[src/rtl/cp0_irq_scheduler.sv]
`default_nettype none
// ============================================================================
// Module   : cp0_irq_scheduler
// Purpose  : CP0 timer / interrupt controller beside the dual-issue writeback
//            stage. Owns Count, Compare and Cause.TI. Synchronises the
//            external interrupt lines and decides when a pending, enabled
//            interrupt is injected into the committing group. Writeback sees
//            that decision as a take/flush handshake.
// Options  : CP0_COUNT_HALFRATE_EN - when defined, Count advances every second
//            cycle. An internal toggle flop sets the pace. Reset and any MTC0
//            Count write clear the toggle.
// Ports    : clk, resetn (async assert, active-low)
//            ext_int[5:0]     raw external lines (asynchronous to clk)
//            status_ie/exl/im CP0 Status fields
//            mtc0_valid/sel/wdata  committed MTC0 (0=Count 1=Compare
//                                  2=Cause.IP[1:0] from wdata[9:8], 3=none)
//            commit_valid/pc/blocked  group retiring in writeback
//            count, compare, cause_ip, cause_ti  CP0 register views
//            irq_pending (comb), irq_take (comb pulse), irq_epc, flush
// Revision : 1.0 - initial release
// ============================================================================
module cp0_irq_scheduler #(
    parameter int SYNC_STAGES  = 2,
    parameter int FLUSH_CYCLES = 2
) (
    input  logic        clk,
    input  logic        resetn,
    input  logic [5:0]  ext_int,
    input  logic        status_ie,
    input  logic        status_exl,
    input  logic [7:0]  status_im,
    input  logic        mtc0_valid,
    input  logic [1:0]  mtc0_sel,
    input  logic [31:0] mtc0_wdata,
    input  logic        commit_valid,
    input  logic [31:0] commit_pc,
    input  logic        commit_blocked,
    output logic [31:0] count,
    output logic [31:0] compare,
    output logic [7:0]  cause_ip,
    output logic        cause_ti,
    output logic        irq_pending,
    output logic        irq_take,
    output logic [31:0] irq_epc,
    output logic        flush
);

    localparam logic [3:0] c_FLUSH_LOAD = 4'(FLUSH_CYCLES - 1);

    typedef enum logic [1:0] {
        ST_IDLE  = 2'd0,
        ST_ARMED = 2'd1,
        ST_DRAIN = 2'd2
    } state_t;

    state_t      r_state;
    state_t      w_state_nxt;
    logic [3:0]  r_drain_cnt;
    logic [3:0]  w_drain_cnt_nxt;
    logic        w_take;

    logic [31:0] r_count;
    logic [31:0] r_compare;
    logic        r_ti;
    logic [1:0]  r_soft_ip;
    logic [31:0] r_epc;
    logic [SYNC_STAGES*6-1:0] r_sync_chain;

    logic [5:0]  w_sync_int;
    logic [31:0] w_count_inc;
    logic        w_tick;
    logic        w_wr_count;
    logic        w_wr_compare;
    logic        w_wr_ip;

    assign w_wr_count   = mtc0_valid && (mtc0_sel == 2'd0);
    assign w_wr_compare = mtc0_valid && (mtc0_sel == 2'd1);
    assign w_wr_ip      = mtc0_valid && (mtc0_sel == 2'd2);

    // ------------------------------------------------------------------
    // External interrupt synchroniser. It is a plain shift chain with the
    // newest sample at the low end and the output taken from the top stage.
    // ------------------------------------------------------------------
    always_ff @(posedge clk or negedge resetn) begin
        if (!resetn) begin
            r_sync_chain <= '0;
        end else begin
            r_sync_chain <= {r_sync_chain[(SYNC_STAGES-1)*6-1:0], ext_int};
        end
    end

    assign w_sync_int = r_sync_chain[SYNC_STAGES*6-1 -: 6];

    // ------------------------------------------------------------------
    // Count tick generation
    // ------------------------------------------------------------------
`ifdef CP0_COUNT_HALFRATE_EN
    logic r_half;

    // A Count write restarts the phase, so the first tick after the write
    // lands two cycles later.
    always_ff @(posedge clk or negedge resetn) begin
        if (!resetn) begin
            r_half <= 1'b0;
        end else if (w_wr_count) begin
            r_half <= 1'b0;
        end else begin
            r_half <= ~r_half;
        end
    end

    assign w_tick = r_half;
`else
    assign w_tick = 1'b1;
`endif

    assign w_count_inc = r_count + 32'd1;

    // ------------------------------------------------------------------
    // Count / Compare / TI / software IP bits
    // ------------------------------------------------------------------
    always_ff @(posedge clk or negedge resetn) begin
        if (!resetn) begin
            r_count   <= '0;
            r_compare <= '0;
            r_ti      <= 1'b0;
            r_soft_ip <= '0;
        end else begin
            if (w_wr_count) begin
                r_count <= mtc0_wdata;
            end else if (w_tick) begin
                r_count <= w_count_inc;
            end

            if (w_wr_compare) begin
                r_compare <= mtc0_wdata;
            end

            // A Compare write acknowledges the timer. It wins over a match
            // in the same cycle. A Count write suppresses the increment, so
            // no match can come from that cycle.
            if (w_wr_compare) begin
                r_ti <= 1'b0;
            end else if (w_tick && !w_wr_count && (w_count_inc == r_compare)) begin
                r_ti <= 1'b1;
            end

            if (w_wr_ip) begin
                r_soft_ip <= mtc0_wdata[9:8];
            end
        end
    end

    assign cause_ip    = {w_sync_int[5] | r_ti, w_sync_int[4:0], r_soft_ip};
    assign irq_pending = (|(cause_ip & status_im)) & status_ie & ~status_exl;

    // ------------------------------------------------------------------
    // Take / drain FSM
    // ------------------------------------------------------------------
    always_ff @(posedge clk or negedge resetn) begin
        if (!resetn) begin
            r_state     <= ST_IDLE;
            r_drain_cnt <= '0;
        end else begin
            r_state     <= w_state_nxt;
            r_drain_cnt <= w_drain_cnt_nxt;
        end
    end

    always_comb begin
        w_state_nxt     = r_state;
        w_drain_cnt_nxt = r_drain_cnt;
        w_take          = 1'b0;
        case (r_state)
            ST_IDLE: begin
                if (irq_pending) begin
                    w_state_nxt = ST_ARMED;
                end
            end
            ST_ARMED: begin
                // Status is a registered CP0 view. An MTC0 that sets EXL
                // reaches status_exl only after its own commit cycle, so it
                // cannot withdraw a take that is already in progress.
                if (!irq_pending) begin
                    w_state_nxt = ST_IDLE;
                end else if (commit_valid && !commit_blocked) begin
                    w_take          = 1'b1;
                    w_state_nxt     = ST_DRAIN;
                    w_drain_cnt_nxt = c_FLUSH_LOAD;
                end
            end
            ST_DRAIN: begin
                if (r_drain_cnt == 4'd0) begin
                    w_state_nxt = ST_IDLE;
                end else begin
                    w_drain_cnt_nxt = r_drain_cnt - 4'd1;
                end
            end
            default: begin
                w_state_nxt = ST_IDLE;
            end
        endcase
    end

    // EPC is presented combinationally in the take cycle and held afterwards.
    always_ff @(posedge clk or negedge resetn) begin
        if (!resetn) begin
            r_epc <= '0;
        end else if (w_take) begin
            r_epc <= commit_pc;
        end
    end

    assign irq_take = w_take;
    assign irq_epc  = w_take ? commit_pc : r_epc;
    assign flush    = (r_state == ST_DRAIN);
    assign count    = r_count;
    assign compare  = r_compare;
    assign cause_ti = r_ti;

endmodule
`default_nettype wire

[config.mk]
export PLATFORM = sky130hd
export DESIGN_NAME = cp0_irq_scheduler
export DESIGN_NICKNAME = d
export VERILOG_FILES = /design/src/rtl/cp0_irq_scheduler.sv
export SDC_FILE = /design/constraint.sdc
export NUM_CORES = 1
export LEC_CHECK = 0
export BUFFER_PORTS_ARGS = -buffer_cell sky130_fd_sc_hd__buf_2
export CAP_MARGIN = 20
export CORE_MARGIN = 8
export CORE_UTILIZATION = 40
export DETAILED_ROUTE_END_ITERATION = 12
export GPL_TIMING_DRIVEN = 0
export PLACE_DENSITY_LB_ADDON = 0.25
export SYNTH_ARGS = -nofsm -noshare
export SYNTH_HDL_FRONTEND = slang
export SYNTH_SLANG_ARGS = --single-unit
[constraint.sdc]
create_clock -name clk -period 5.34 [get_ports clk]
set_input_delay 1.068 -clock clk [delete_from_list [all_inputs] [get_ports clk]]
set_output_delay 1.068 -clock clk [all_outputs]
set_load 0.05 [all_outputs]
## Yosys cells after proc, flatten, opt, wreduce, memory -nomap -nowiden

Cells that the tools add are included.

- Output and inout bits: 108
- Input port bits: 87
- Bits in registers: 117
- Word-level logic and storage cells: 57

- Mux-type cells: 16
- Reductions and logical operators: 15
- Bitwise gates (word level): 5
- Equal/unequal tests: 11
- Add/sub/neg operators: 2

Operators by type and width:

| operator | number |
|---|---|
| 32-bit two-way mux | 2 |
| 32-bit by 1-bit adder with 32-bit output, second input constant | 1 |
| 32-bit equality test | 1 |
| 4-bit two-way mux | 3 |
| 8-bit AND | 1 |
| 2-bit two-way mux | 4 |
| 2-bit inequality test, second input constant | 4 |
| 4-bit one-hot mux with 2 select lines | 1 |
| 8-bit OR reduction | 1 |
| 2-bit one-hot mux with 3 select lines | 1 |
| 1-bit logical AND | 5 |
| 1-bit two-way mux | 5 |
| 2-bit by 1-bit equality test with 1-bit output, second input constant | 2 |
| 2-bit equality test, second input constant | 2 |
| 2-bit zero test | 2 |
| 4-bit zero test | 1 |
| 4-bit AND reduction | 1 |
| 2-bit nonzero test | 2 |
| 4-bit by 1-bit subtractor with 4-bit output, second input constant | 1 |
| 3-bit inequality test, second input constant | 1 |
| 3-bit AND reduction | 1 |
| 1-bit AND | 2 |
| 1-bit zero test | 2 |
| 2-bit by 1-bit inequality test with 1-bit output, second input constant | 1 |
| other kinds (2) | 2 |

## Logic depth before layout (Yosys ltp)

- Word-level depth: 8
- Mapped depth: 11
- Gate-level depth less buffers: 9

## Worst setup path before layout

No wires, ideal clock.

- Kind: input to output
- Start point: in status_im[0]
- End point: out irq_epc[24]
- Cell stages on the path: 6
- Slack: 1.022 ns
- Path buffers: 1
- Arrival: 3.250 ns
- Data required time: 4.272 ns
- Cell sequence: a22o_1 > a221oi_1 > a311o_1 > nor4_4 > clkbuf_1 > mux2_2

- Longest elaborated chain between the ends: 7

RTL lines:

| element | RTL line | RTL |
|---|---|---|
| from (decl) | 31 | `input logic [7:0] status_im,` |
| 8-bit AND | 155 | `assign irq_pending = (\|(cause_ip & status_im)) & status_ie & ~status_exl;` |
| 8-bit OR reduction | 155 |  |
| 1-bit AND (2 in a row) | 155 |  |
| 1-bit two-way mux | 184 | `if (!irq_pending) begin` |
| 1-bit two-way mux | 174 | `case (r_state)` |
| named net irq_take | 43 | `output logic irq_take,` |
| 32-bit two-way mux | -- |  |
| to (decl) | 44 | `output logic [31:0] irq_epc,` |

The timed path passes the listed nets, and every way through them passes these cells.

## Worst setup path in the final report

- Start point: in status_im[0]
- End point: out irq_epc[6]

- Longest elaborated chain between the ends: 7

RTL lines:

| element | RTL line |
|---|---|
| 8-bit AND | 155 |
| 8-bit OR reduction | 155 |
| 1-bit AND (2 in a row) | 155 |
| 1-bit two-way mux | 184 |
| 1-bit two-way mux | 174 |
| 32-bit two-way mux | -- |

No other way between the ends.

==> impl_metrics.csv <==
group,metric,value,unit
synthesis,synth_cell_types,67,
floorplan,rows,44,
sta,setup_tns,0,ns
finish,post-route-util,0.531,
grt,busiest_layer,"met2",
power_and_ir_drop,switching_share,0.417,
finish,drive_gt1_frac,0.458,
finish,num-fill-cells,1318,
status,status,"finished clean",
placement,dp_hpwl,13200,µm
detailed_routing,wl_per_cell,18.5,µm
floorplan,die_h,136,µm
sta,slew_headroom,0.444,
synthesis,syn_nets,591,
worst_setup_path,cp-start-kind,"primary input",
hold_path,min_path_cells,0,
sta,hold_viol,0,
worst_setup_path,critPathMaxFanout,10,
clock_tree,insertion_delay,0.42,ns
synthesis,syn_area,5780,µm²
worst_setup_path,rrSetupSlack,2.24,ns
grt,met1_usage,0.224,
worst_setup_path,arrival,3.45,ns
grt,grt_usage,0.188,
detailed_routing,wirelength,16900,µm
worst_setup_path,endpoint_kind,"output pin",
finish,nets,805,
grt,grt_start_max_net_pins,70,
power_and_ir_drop,p_seq_frac,0.333,
power_and_ir_drop,leakagePower,0.00356,µW
sta,tightest_slew,0.827,ns
placement,port_buffers,194,
detailed_routing,firstDrtPassIters,5,
grt,grt_remaining_overflow,0,
grt,antenna_found_initial,4,
hold_path,hold_class,"reg2reg",
synthesis,yosys.cell_count.top_type,"dfrtp_1",
power_and_ir_drop,power_density,487,nW/µm²
floorplan,die_w,136,µm
sta,fmax,221,MHz
grt,grt_use_met3,0.0780,
synthesis,ys_top_cells_by_count,"dfrtp_1, mux2_2, nand2_1",
detailed_routing,routed_via_density,5.21,
grt,first_global_vias,5151,
detailed_routing,vias,4754,
hold_path,hold_start,"r_sync_chain[2]$_DFF_PN0_",
synthesis,synth-edff-count,0,
worst_setup_path,r2r_end,"cause_ti$_DFFE_PN0P_",
worst_setup_path,criticalPathCategory,"in2out",
floorplan,io_pins,195,
synthesis,synth-main-ff-cell,"dfrtp_1",
floorplan,core,14300,µm²
clock_tree,clk_pin_slew,0.06,ns
synthesis,avgSynthCellArea,11.5,µm²
synthesis,yosysWarnings,0,
synthesis,ys_top_cells_by_area,"dfrtp_1, mux2_2, xnor2_1",
sta,drv_slew,0,
sta,finalCritPeriodShare,0.847,
clock_tree,postCtsSetupBuffers,0,
worst_setup_path,cp.required,4.27,ns
grt,grt_pass1_wl,26900,µm
clock_tree,cts_buffers,17,
synthesis,synth_cells,502,
clock_tree,cts.root.buffer_cell,"clkbuf_16",
synthesis,yosysSeqAreaShare,0.506,
power_and_ir_drop,comb_power_share,0.366,
power_and_ir_drop,ir_worst_vdd,245,µV
sta,rsz0062_at_grt,"false",
hold_path,hold_path_end,"r_sync_chain[8]$_DFF_PN0_",
sta,setup_viol,0,
synthesis,synth_top_area_frac,0.506,
clock_tree,hold_buffers,0,
power_and_ir_drop,p_clk_frac,0.301,
synthesis,yosys.area.top_type,"dfrtp_1",
sta,finalCriticalPeriod,4.52,ns
finish,n_antenna_cell,0,
worst_setup_path,reg2regPathDepth,8,
detailed_routing,ant_nets,0,
synthesis,ys_ff_latch,117,
clock_tree,clkSinkCount,117,
clock_tree,cts_tree,"built",
floorplan,start_util,0.404,
worst_setup_path,r2r-start,"count[10]$_DFF_PN0_",
placement,gp_congestion,0.853,
detailed_routing,drc_errors,0,
sta,finalClockSkew,0.0148,ns
clock_tree,clockBufferDepth,2,
clock_tree,cts_resized,0,
power_and_ir_drop,p_int,2160,µW
floorplan,die_area,18600,µm²
finish,area_growth,31.5,%
synthesis,ys_async_sr_fraction,1.00,
power_and_ir_drop,p_switching,1540,µW
detailed_routing,drtIter0Drc,208,
clock_tree,cts_max_level,4,
run,max_cap_viol_count,0,
grt,use_met2,0.301,
logic make-up (layout without fill, tap and decap cells):
kind of cell / Yosys count / after routing / synth area share
simple gates: 153 / 153 / 0.155
mux: 69 / 69 / 0.134
compound gates: 63 / 63 / 0.0686
buf+inv: 36 / 263 / 0.0340
fa+ha+maj: 2 / 2 / 0.00433
flops: 117 / 117 / 0.506
xor+xnor: 62 / 62 / 0.0976
layer usage:
metal  vias to the layer above  wire [µm]
met3                        22       1750
met5                         -         48
met2                       202       8000
met4                         8        152
met1                      2312       6930
li1                       2210          -
cell usage in the layout, fill, tap and decap left out, types with 3 or more instances in the layout:
| cell type | netlist | layout |
|---|---|---|
| dfrtp_1 | 117 | 117 |
| mux2_2 | 67 | 67 |
| a21oi_1 | 14 | 14 |
| o211ai_1 | 4 | 4 |
| clkinvlp_4 | 0 | 3 |
| nor2_1 | 23 | 23 |
| nand3_1 | 20 | 20 |
| inv_1 | 11 | 11 |
| nor4_1 | 3 | 3 |
| buf_4 | 7 | 7 |
| clkinv_2 | 0 | 3 |
| nor3_1 | 9 | 9 |
| o21ai_0 | 26 | 26 |
| nand3b_1 | 3 | 3 |
| and3_1 | 6 | 6 |
| buf_6 | 3 | 4 |
| clkbuf_1 | 12 | 12 |
| nand4_1 | 6 | 6 |
| nand2_1 | 45 | 45 |
| clkinv_4 | 0 | 6 |
| xor2_1 | 20 | 20 |
| buf_2 | 2 | 195 |
| xnor2_1 | 40 | 40 |
| or3_1 | 3 | 3 |
| and3_4 | 3 | 3 |
| clkbuf_16 | 0 | 17 |
final cells by class:
class                   instances  area, µm²  share of cell area
plain buffers                  25        155              0.0204
clock buffers                  17        425              0.0560
clock inverters                15        159              0.0209
inverters                      11       41.3             0.00543
multi-input cells             349       2660               0.350
flip-flops and latches        117       2930               0.385
well taps                     184        230              0.0303
repair buffers                195       1000               0.132
how the worst max path moves through the flow:
| stage | from | endpoint | slack, ns | depth (start not counted) |
|---|---|---|---|---|
| after floorplan | status_im[0] | irq_epc[24] | 1.02 | 6 |
| after global placement | status_im[0] | irq_epc[6] | 0.79 | 8 |
| after detailed placement | status_im[0] | irq_epc[6] | 0.78 | 8 |
| after CTS | status_im[0] | irq_epc[6] | 0.77 | 8 |
| after global routing | status_im[0] | irq_epc[6] | 0.65 | 8 |
| final | status_im[0] | irq_epc[6] | 0.82 | 8 |
state kept, by name, indices dropped and copies added, names as in the netlist:
signal and flops:
r_soft_ip 2, count 32, r_drain_cnt 4, r_sync_chain 12
r_epc 32, compare 32, cause_ti 1, r_state 2
critical path, cell delays in order:
cell and delay (ns):
buf_2 0.08, a22o_1 0.17, a221oi_1 0.08, a311o_1 0.44, nor4_4 0.49, clkbuf_1 0.49
mux2_2 0.42, buf_2 0.22
power by group through the flow:
stage | sequential (µW) | clock (µW) | combinational [µW]
final | 1230 | 1110 | 1350
after global placement | 1240 | 0 | 1350
after floorplan | 1590 | 0 | 635
after global routing | 1260 | 1180 | 1440
after detailed placement | 1240 | 0 | 1360
after CTS | 1230 | 1140 | 1370
metrics by stage:
step / hold WS [ns] / instance area (µm²) / cells / setup slack, ns / power (µW)
6_report: 0.347 / 7600 / 913 / 0.817 / 3700
5_1_grt: 0.353 / 7600 / 913 / 0.649 / 3880
4_1_cts: 0.348 / 7600 / 913 / 0.771 / 3740
3_5_place_dp: 0.342 / 7020 / 881 / 0.781 / 2610
3_3_place_gp: 0.333 / 6980 / 880 / 0.790 / 2580
2_1_floorplan: 0.331 / 5780 / 502 / 1.02 / 2220
Note: power is estimated with default switching activity, not from simulation.
